--- config.mk ---
export PLATFORM = sky130hd
export DESIGN_NAME = rs_mem
export DESIGN_NICKNAME = d
export VERILOG_FILES = /design/src/rtl/types_pkg.sv /design/src/rtl/rs_mem_select.sv /design/src/rtl/rs_mem.sv
export SDC_FILE = /design/constraint.sdc
export NUM_CORES = 2
export LEC_CHECK = 0
export BUFFER_PORTS_ARGS = -buffer_cell sky130_fd_sc_hd__buf_2
export CORE_MARGIN = 5
export CORE_UTILIZATION = 40
export DETAILED_ROUTE_END_ITERATION = 6
export PLACE_DENSITY = 0.58
export REMOVE_ABC_BUFFERS = 1
export SLEW_MARGIN = 15
export SYNTH_ARGS = -nofsm -noshare
export SYNTH_HDL_FRONTEND = slang
export SYNTH_SLANG_ARGS = --single-unit
--- constraint.sdc ---
create_clock -name clk -period 67.6 [get_ports clk]
set_clock_uncertainty 0.15 [all_clocks]
set_input_delay 10.14 -clock clk [delete_from_list [all_inputs] [get_ports clk]]
set_output_delay 10.14 -clock clk [all_outputs]
set_load 0.01 [all_outputs]
--- src/rtl/types_pkg.sv ---
// rtl/types_pkg.sv - shared rs_mem types, opcodes and ROB age helper
package types_pkg;

  localparam logic [6:0] OPC_LOAD  = 7'b0000011;
  localparam logic [6:0] OPC_STORE = 7'b0100011;

  typedef struct packed {
    logic [6:0]  opcode;
    logic [2:0]  funct3;
    logic [6:0]  ps1;
    logic [6:0]  ps2;
    logic [6:0]  pd;
    logic [31:0] imm;
    logic [4:0]  rob_tag;
  } rs_data;

  typedef struct packed {
    rs_data data;
    logic   valid;
    logic   p1_rdy;
    logic   p2_rdy;
  } rs_mem_entry;

  // Distance from the ROB head; smaller means older, wrap-around is intentional.
  function automatic logic [4:0] rob_age(input logic [4:0] tag, input logic [4:0] head);
    return tag - head;
  endfunction

endpackage

--- src/rtl/rs_mem_select.sv ---
// rtl/rs_mem_select.sv - combinational oldest-ready picker over the RS entries
module rs_mem_select #(
  parameter int DEPTH = 8
) (
  input  logic [DEPTH-1:0]         ready_i,
  input  logic [DEPTH-1:0][4:0]    age_i,
  output logic                     found_o,
  output logic [$clog2(DEPTH)-1:0] index_o
);

  localparam int IDX_W = $clog2(DEPTH);

  logic [4:0] best_age;

  always_comb begin
    found_o  = 1'b0;
    index_o  = '0;
    best_age = '1;
    for (int i = 0; i < DEPTH; i++) begin
      if (ready_i[i] && (!found_o || (age_i[i] < best_age))) begin
        found_o  = 1'b1;
        index_o  = IDX_W'(i);
        best_age = age_i[i];
      end
    end
  end

endmodule

--- src/rtl/rs_mem.sv ---
// rtl/rs_mem.sv - load/store reservation station feeding fu_mem
// Optional RS_MEM_PERF_EN adds the stall_cycles output.
module rs_mem
  import types_pkg::*;
#(
  parameter int DEPTH   = 8,
  parameter int NUM_CDB = 3
) (
  input  logic                   clk,
  input  logic                   reset,
  input  logic                   dispatch_valid,
  input  logic [6:0]             dispatch_opcode,
  input  logic [2:0]             dispatch_funct3,
  input  logic [6:0]             dispatch_ps1,
  input  logic [6:0]             dispatch_ps2,
  input  logic                   dispatch_ps1_ready,
  input  logic                   dispatch_ps2_ready,
  input  logic [6:0]             dispatch_pd,
  input  logic [31:0]            dispatch_imm,
  input  logic [4:0]             dispatch_rob_tag,
  input  logic [NUM_CDB-1:0]     cdb_valid,
  input  logic [7*NUM_CDB-1:0]   cdb_pd,
  input  logic [4:0]             rob_head,
  input  logic                   mispredict,
  input  logic [4:0]             mispredict_tag,
  input  logic                   fu_mem_ready,
  output logic                   issued,
  output rs_data                 issue_data,
  output logic                   rs_full,
`ifdef RS_MEM_PERF_EN
  output logic [31:0]            stall_cycles,
`endif
  output logic [$clog2(DEPTH):0] rs_count
);

  localparam int IDX_W = $clog2(DEPTH);
  localparam int CNT_W = IDX_W + 1;

  rs_mem_entry        entries_q [DEPTH];
  rs_mem_entry        entries_d [DEPTH];
  logic               issued_q, issued_d;
  rs_data             issue_data_q, issue_data_d;
  logic [CNT_W-1:0]   count_q, count_d;
  logic               full_q, full_d;

  logic [DEPTH-1:0]      sel_ready;
  logic [DEPTH-1:0][4:0] sel_age;
  logic                  sel_found;
  logic [IDX_W-1:0]      sel_idx;
  logic                  free_found;
  logic [IDX_W-1:0]      free_idx;
  rs_mem_entry           disp_entry;

  // Physical reg 0 never matches a broadcast; it is handled as always ready.
  function automatic logic cdb_hit(input logic [6:0] preg,
                                   input logic [NUM_CDB-1:0] vld,
                                   input logic [7*NUM_CDB-1:0] tags);
    logic hit;
    hit = 1'b0;
    for (int k = 0; k < NUM_CDB; k++) begin
      if (vld[k] && (tags[7*k +: 7] == preg) && (preg != 7'd0)) hit = 1'b1;
    end
    return hit;
  endfunction

  always_comb begin
    for (int i = 0; i < DEPTH; i++) begin
      sel_ready[i] = entries_q[i].valid && entries_q[i].p1_rdy && entries_q[i].p2_rdy;
      sel_age[i]   = rob_age(entries_q[i].data.rob_tag, rob_head);
    end
  end

  rs_mem_select #(.DEPTH(DEPTH)) u_select (
    .ready_i (sel_ready),
    .age_i   (sel_age),
    .found_o (sel_found),
    .index_o (sel_idx)
  );

  always_comb begin
    free_found = 1'b0;
    free_idx   = '0;
    for (int i = DEPTH - 1; i >= 0; i--) begin
      if (!entries_q[i].valid) begin
        free_found = 1'b1;
        free_idx   = IDX_W'(i);
      end
    end
  end

  always_comb begin
    disp_entry.data.opcode  = dispatch_opcode;
    disp_entry.data.funct3  = dispatch_funct3;
    disp_entry.data.ps1     = dispatch_ps1;
    disp_entry.data.ps2     = dispatch_ps2;
    disp_entry.data.pd      = dispatch_pd;
    disp_entry.data.imm     = dispatch_imm;
    disp_entry.data.rob_tag = dispatch_rob_tag;
    disp_entry.valid        = 1'b1;
    disp_entry.p1_rdy       = dispatch_ps1_ready || (dispatch_ps1 == 7'd0) ||
                              cdb_hit(dispatch_ps1, cdb_valid, cdb_pd);
    disp_entry.p2_rdy       = (dispatch_opcode == OPC_LOAD) || dispatch_ps2_ready ||
                              (dispatch_ps2 == 7'd0) ||
                              cdb_hit(dispatch_ps2, cdb_valid, cdb_pd);
  end

  always_comb begin
    entries_d    = entries_q;
    issued_d     = 1'b0;
    issue_data_d = issue_data_q;
    count_d      = '0;

    for (int i = 0; i < DEPTH; i++) begin
      if (entries_q[i].valid) begin
        if (cdb_hit(entries_q[i].data.ps1, cdb_valid, cdb_pd)) entries_d[i].p1_rdy = 1'b1;
        if (cdb_hit(entries_q[i].data.ps2, cdb_valid, cdb_pd)) entries_d[i].p2_rdy = 1'b1;
      end
    end

    if (mispredict) begin
      for (int i = 0; i < DEPTH; i++) begin
        if (entries_q[i].valid &&
            (rob_age(entries_q[i].data.rob_tag, rob_head) > rob_age(mispredict_tag, rob_head)))
          entries_d[i].valid = 1'b0;
      end
    end else begin
      if (sel_found && fu_mem_ready) begin
        issued_d                 = 1'b1;
        issue_data_d             = entries_q[sel_idx].data;
        entries_d[sel_idx].valid = 1'b0;
      end
      // The free slot is always distinct from the issuing one, so both may happen together.
      if (dispatch_valid && !full_q && free_found) entries_d[free_idx] = disp_entry;
    end

    for (int i = 0; i < DEPTH; i++) count_d = count_d + CNT_W'(entries_d[i].valid);
    full_d = (count_d == CNT_W'(DEPTH));
  end

  always_ff @(posedge clk or posedge reset) begin
    if (reset) begin
      for (int i = 0; i < DEPTH; i++) entries_q[i] <= '0;
      issued_q     <= 1'b0;
      issue_data_q <= '0;
      count_q      <= '0;
      full_q       <= 1'b0;
    end else begin
      for (int i = 0; i < DEPTH; i++) entries_q[i] <= entries_d[i];
      issued_q     <= issued_d;
      issue_data_q <= issue_data_d;
      count_q      <= count_d;
      full_q       <= full_d;
    end
  end

  assign issued     = issued_q;
  assign issue_data = issue_data_q;
  assign rs_count   = count_q;
  assign rs_full    = full_q;

`ifdef RS_MEM_PERF_EN
  logic [31:0] stall_q;

  always_ff @(posedge clk or posedge reset) begin
    if (reset) begin
      stall_q <= '0;
    end else if (sel_found && !fu_mem_ready && (stall_q != '1)) begin
      stall_q <= stall_q + 32'd1;
    end
  end

  assign stall_cycles = stall_q;
`endif

  dispatch_while_full: assert property (@(posedge clk) disable iff (reset)
                                        !(dispatch_valid && full_q))
    else $warning("rs_mem: dispatch dropped while full");

endmodule

After elaboration in Yosys (flattened, before gate mapping):

Index checks and enable logic that the tools add are counted.

* register bits after elaboration: 642
* input bits: 109
* output and inout bits: 74
* word-level logic and storage cells: 539

* add/subtract/negate cells: 16
* $lt $le $gt $ge: 19
* eq/ne operators: 56
* multiplexer cells: 170
* bitwise operators: 3
* reduce and logical (&&, ||, !) cells: 185

Operators by type and width (count)
* two-way mux 568 bit: 3
* bitwise mux 568 bit: 2
* two-way mux 70 bit: 7
* demux 71 bit (select 3 bit): 2
* == test 7 bit: 54
* binary-select mux 71 bit (select 3 bit): 1
* two-way mux 71 bit: 3
* logical AND 1 bit: 144
* nonzero test 7 bit: 18
* two-way mux 1 bit: 121
* subtractor 5 bit: 9
* > comparator 5 bit: 8
* two-way mux 3 bit: 13
* < comparator 5 bit: 7
* two-way mux 5 bit: 7
* two-way mux 2 bit: 11
* adder 4 x 1 -> 4 bit: 4
* logical NOT 7 bit: 2
* logical OR 1 bit: 12
* >= comparator 4 bit, second input constant: 2
* logical NOT 1 bit: 8
* < comparator 4 x 1 -> 1 bit, second input constant: 2
* NOT 3 -> 4 bit: 2
* == test 7 x 2 -> 1 bit, second input constant: 1
* 6 further kinds: 6

Depth between registers and ports, before layout:

* depth in word-level cells: 50
* gate-level depth with buffers: 82
* depth with buffers taken out: 77

Modules after synthesis:

From an unflattened synthesis, not the netlist that was laid out.

* cells, all modules: 3183
* area total of the unflattened synthesis: 37146.9 um^2

By module, submodules not included
* rs_mem: instances 1, cells an instance 2928, area an instance 35385.2 um^2
* rs_mem_select: instances 1, cells an instance 255, area an instance 1761.7 um^2

Worst setup path before layout:

No wires, ideal clock.

* path kind: input-to-reg
* start point: input rob_head[1]
* end point: register full_q (netlist: rs_full)
* arrival time: 24.779 ns
* data required time: 67.345 ns
* slack: 42.566 ns
* stages: 72
* buffers on the path: 5
* cells stage by stage: inv_1 > ha_1 > a21o_1 > a21oi_1 > xnor2_1 > nor2_1 > ha_1 > nand2_1 > a211o_1 > a22o_1 > nor2b_1 > a21o_1 > ha_1 > a21oi_1 > o21ai_0 > a21o_1 > nor2_1 > mux2_2 > (+36 left out) > o221ai_2 > buf_4 > a31o_1 > buf_2 > buf_4 > buf_4 > nor4bb_1 > o21ai_1 > fa_1 > fa_1 > inv_1 > fa_1 > inv_1 > ha_1 > inv_1 > fa_1 > inv_1 > nor4b_1

RTL lines
* start: declaration: RTL line rs_mem.sv:23 `input logic [4:0] rob_head,`
* end signal: assignment: RTL line rs_mem.sv:152 `full_q <= full_d;`
* end: declaration: RTL line rs_mem.sv:44 `logic full_q, full_d;`

==> results.py <==
metrics = {
    "run_status": {
        "status": "complete, no violations",
    },
    "clock_network": {
        "clock_latency_ns": 0.63,
        "cts_resized": 0,
        "cts_tree": "built",
        "hold_buffers": 0,
        "cts.clk_slew.worst_paths_ns": 0.05,
        "cts_sinks": 642,
        "cts_buffers": 75,
        "cts.htree.levels": 3,
        "cts-root-buf": "clkbuf_16",
        "cts_setup_buffers": 0,
        "cts_buffer_depth": 3,
    },
    "placed_design": {
        "gp_congestion": 0.860,
        "port_buffers": 182,
        "dp_slack_ns": 39.65,
        "dp.cells": 4225,
        "place.detailed.hpwl_um": 66700,
    },
    "setup_path": {
        "crit_path_start_kind": "input pin",
        "worst_path_most_repeated_cell": "ha_1",
        "crit_type": "in2reg",
        "slowest_stage": "nand2_4",
        "cp_max_fo": 70,
        "end_kind": "register",
        "worstPathRequired_ns": 67.93,
        "cp.arrival_ns": 27.86,
        "slowest_delay_ns": 0.84,
    },
    "pwr": {
        "vdd_ir_drop_max_mv": 0.0401,
        "p_comb_frac": 0.360,
        "switching_share": 0.355,
        "leakage_nw": 19.0,
        "power_density_mw_per_mm2": 38.7,
        "p_int_mw": 1.01,
        "p_total_mw": 1.57,
        "clockPowerShare": 0.268,
        "net-switching-power_uw": 557,
        "seqPwrFrac": 0.372,
    },
    "sta": {
        "slew_violations": 0,
        "grt_setup_unrepaired": "no",
        "finalSetupViolations": 0,
        "relSlewSlack": 0.249,
        "min_period_over_period": 0.407,
        "worst_slew_pin_slew_ns": 1.13,
        "period_needed_ns": 27.53,
        "holdWs_ns": 0.352,
        "fmax_ghz": 0.0363,
        "fin_ws_ns": 40.07,
        "hold_viol": 0,
        "setup_tns_ns": 0,
    },
    "yosys": {
        "synth_cells": 3147,
        "yosys_warnings": 0,
        "synth-xor-area-share": 0.0998,
        "synth-compound-area-share": 0.0970,
        "synth_seq_cells": 642,
        "synth_edf_count": 0,
        "synthFlopType": "dfrtp_1",
        "synth_fa_ha_area_frac": 0.0439,
        "syn_area_mm2": 0.0364,
        "synth.area.top_cells": "dfrtp_1 (44%), mux2_2 (17%), xor2_1 (6.4%), mux2i_1 (5.7%), ha_1 (3.7%)",
        "synthSimpleGateAreaFrac": 0.0528,
        "yosysSeqAreaShare": 0.441,
        "synth_most_common_cell": "dfrtp_1",
        "post-synth-top-area-fraction": 0.441,
        "avgSynthCellArea_um2": 11.6,
        "ys_types": 74,
        "synth_mux_area_frac": 0.225,
        "synth_top_area_cell": "dfrtp_1",
        "async_flop_share": 1.00,
        "ys_top_cells_by_count": "dfrtp_1 (642), mux2_2 (543), xor2_1 (268)",
        "synth_top_family_by_area": "multiplexers",
    },
    "floorplan": {
        "die_x_um": 312,
        "rows": 110,
        "die_h_um": 312,
        "dieArea_mm2": 0.0972,
        "core_area_mm2": 0.0901,
        "ios": 183,
        "initial_core_util": 0.404,
    },
    "routing": {
        "routed_wl_um": 110000,
        "vias_per_cell": 5.85,
        "wl_per_cell_um": 25.3,
        "drt_first_pass_iters": 5,
        "drt_iter0_drc": 1828,
        "drc_errors": 0,
        "postRouteAntennaNets": 0,
        "dr_total_vias": 25600,
    },
    "finish": {
        "multiInputGateArea_mm2": 0.0190,
        "n_fill_cell": 8406,
        "syn_to_final_growth_pct": 11.2,
        "seqCellArea_mm2": 0.0161,
        "stdcell_count": 4367,
        "fin_nets": 3355,
        "drive_gt1_frac": 0.288,
    },
    "global_route": {
        "grt_pass1_wl_um": 169000,
        "antenna_found_initial": 13,
        "grt_overflow": 0,
        "grt_util_all_layers": 0.222,
        "grt_pass1_vias": 26200,
        "grt_max_degree": 123,
    },
    "min_path": {
        "hold_class": "reg2reg",
    },
    "run": {
        "max-cap-violations": 0,
    },
}
==> metal layers <==
metal / GRT usage / part of all wire / vias up
met5: 0 / 0.00069 / -
met4: 0.0674 / 0.033 / 12
met3: 0.0344 / 0.057 / 234
met2: 0.359 / 0.46 / 774
met1: 0.310 / 0.45 / 13200
li1: - / - / 11400
==> flip-flops by register name, summed over array words and instances, names as in the netlist <==
| name | cells |
|---|---|
| issue_data | 68 |
| rs_full | 1 |
| rs_count | 4 |
| issued | 1 |
| entries_q | 568 |
==> cell usage in the layout, fill, tap and decap left out, types with 5 or more instances in the layout <==
cell / instances
nor3_1: 14
ha_1: 107
nand3_1: 20
a221oi_1: 71
bufinv_16: 5
inv_1: 43
clkbuf_16: 76
o22ai_1: 71
nor2_1: 69
a31oi_1: 13
clkbuf_1: 16
buf_4: 34
nand2_1: 48
nor2b_1: 13
a21o_1: 29
a41oi_1: 5
mux2_2: 543
nand2b_1: 11
o21ai_0: 135
o22a_1: 68
clkbuf_8: 18
nand2_4: 5
o21a_1: 13
clkinv_2: 14
fa_1: 13
or4_1: 13
dfrtp_1: 642
o41ai_1: 12
mux2i_1: 209
nand4_1: 68
buf_2: 182
xor2_1: 268
a21oi_1: 54
nor4_1: 51
xnor2_1: 147
diode_2: 5
==> layout make-up <==
class	instances	share of cell area
Multi-Input combinational cell	2145	0.469
Sequential cell	642	0.396
Clock buffer	110	0.0545
Tap cell	1176	0.0363
Timing Repair Buffer	217	0.0293
Clock inverter	27	0.00963
Inverter	45	0.00442
Antenna cell	5	0.000309
==> per-stage QoR <==
| stage | cell area [um2] | util |
|---|---|---|
| final | 40500 | 0.449 |
| after global routing | 40500 | 0.449 |
| after CTS | 40500 | 0.449 |
| after floorplan | 35100 | - |
| after global placement | 37900 | 0.420 |
| after detailed placement | 37900 | 0.420 |
==> cell families (layout without fill, tap and decap cells) <==
logic type      after synthesis  after routing
other cells                   0              5
xor+xnor                    415            415
flops                       642            642
mux                         752            752
compound gates              513            513
buf+inv                     360            399
simple gates                345            345
fa+ha+maj                   120            120
==> worst paths after layout <==
check                               start             end  slack, ns  depth (start not counted)
min in group asynchronous           reset  issue_data[20]       9.50                          2
min                        issue_data[22]  issue_data[22]       0.35                          1
min reg2reg                issue_data[22]  issue_data[22]       0.35                          1
max                           rob_head[1]         rs_full      40.07                         69
max in group asynchronous           reset  entries_q[501]      54.52                          5
max reg2reg                entries_q[429]         rs_full      49.57                         69
==> worst max-delay path: cells and delay by family <==
family                   cells  cell delay, ns
AND/OR/NAND/NOR             17            5.03
buffers and inverters        8            1.38
adder cells (fa/ha/maj)     12            4.16
AO/OA/AOI/OAI               27            5.75
multiplexers                 4            1.20
XOR/XNOR                     1            0.19
==> power groups by stage <==
stage / Sequential [mW] / Combinational (mW) / Clock [mW]
final: 0.583 / 0.565 / 0.421
after global routing: 0.596 / 0.625 / 0.447
after CTS: 0.583 / 0.568 / 0.432
after detailed placement: 0.589 / 0.565 / 0
after global placement: 0.587 / 0.558 / 0
after floorplan: 0.567 / 0.433 / 0
(Power assumes the default switching activity.)
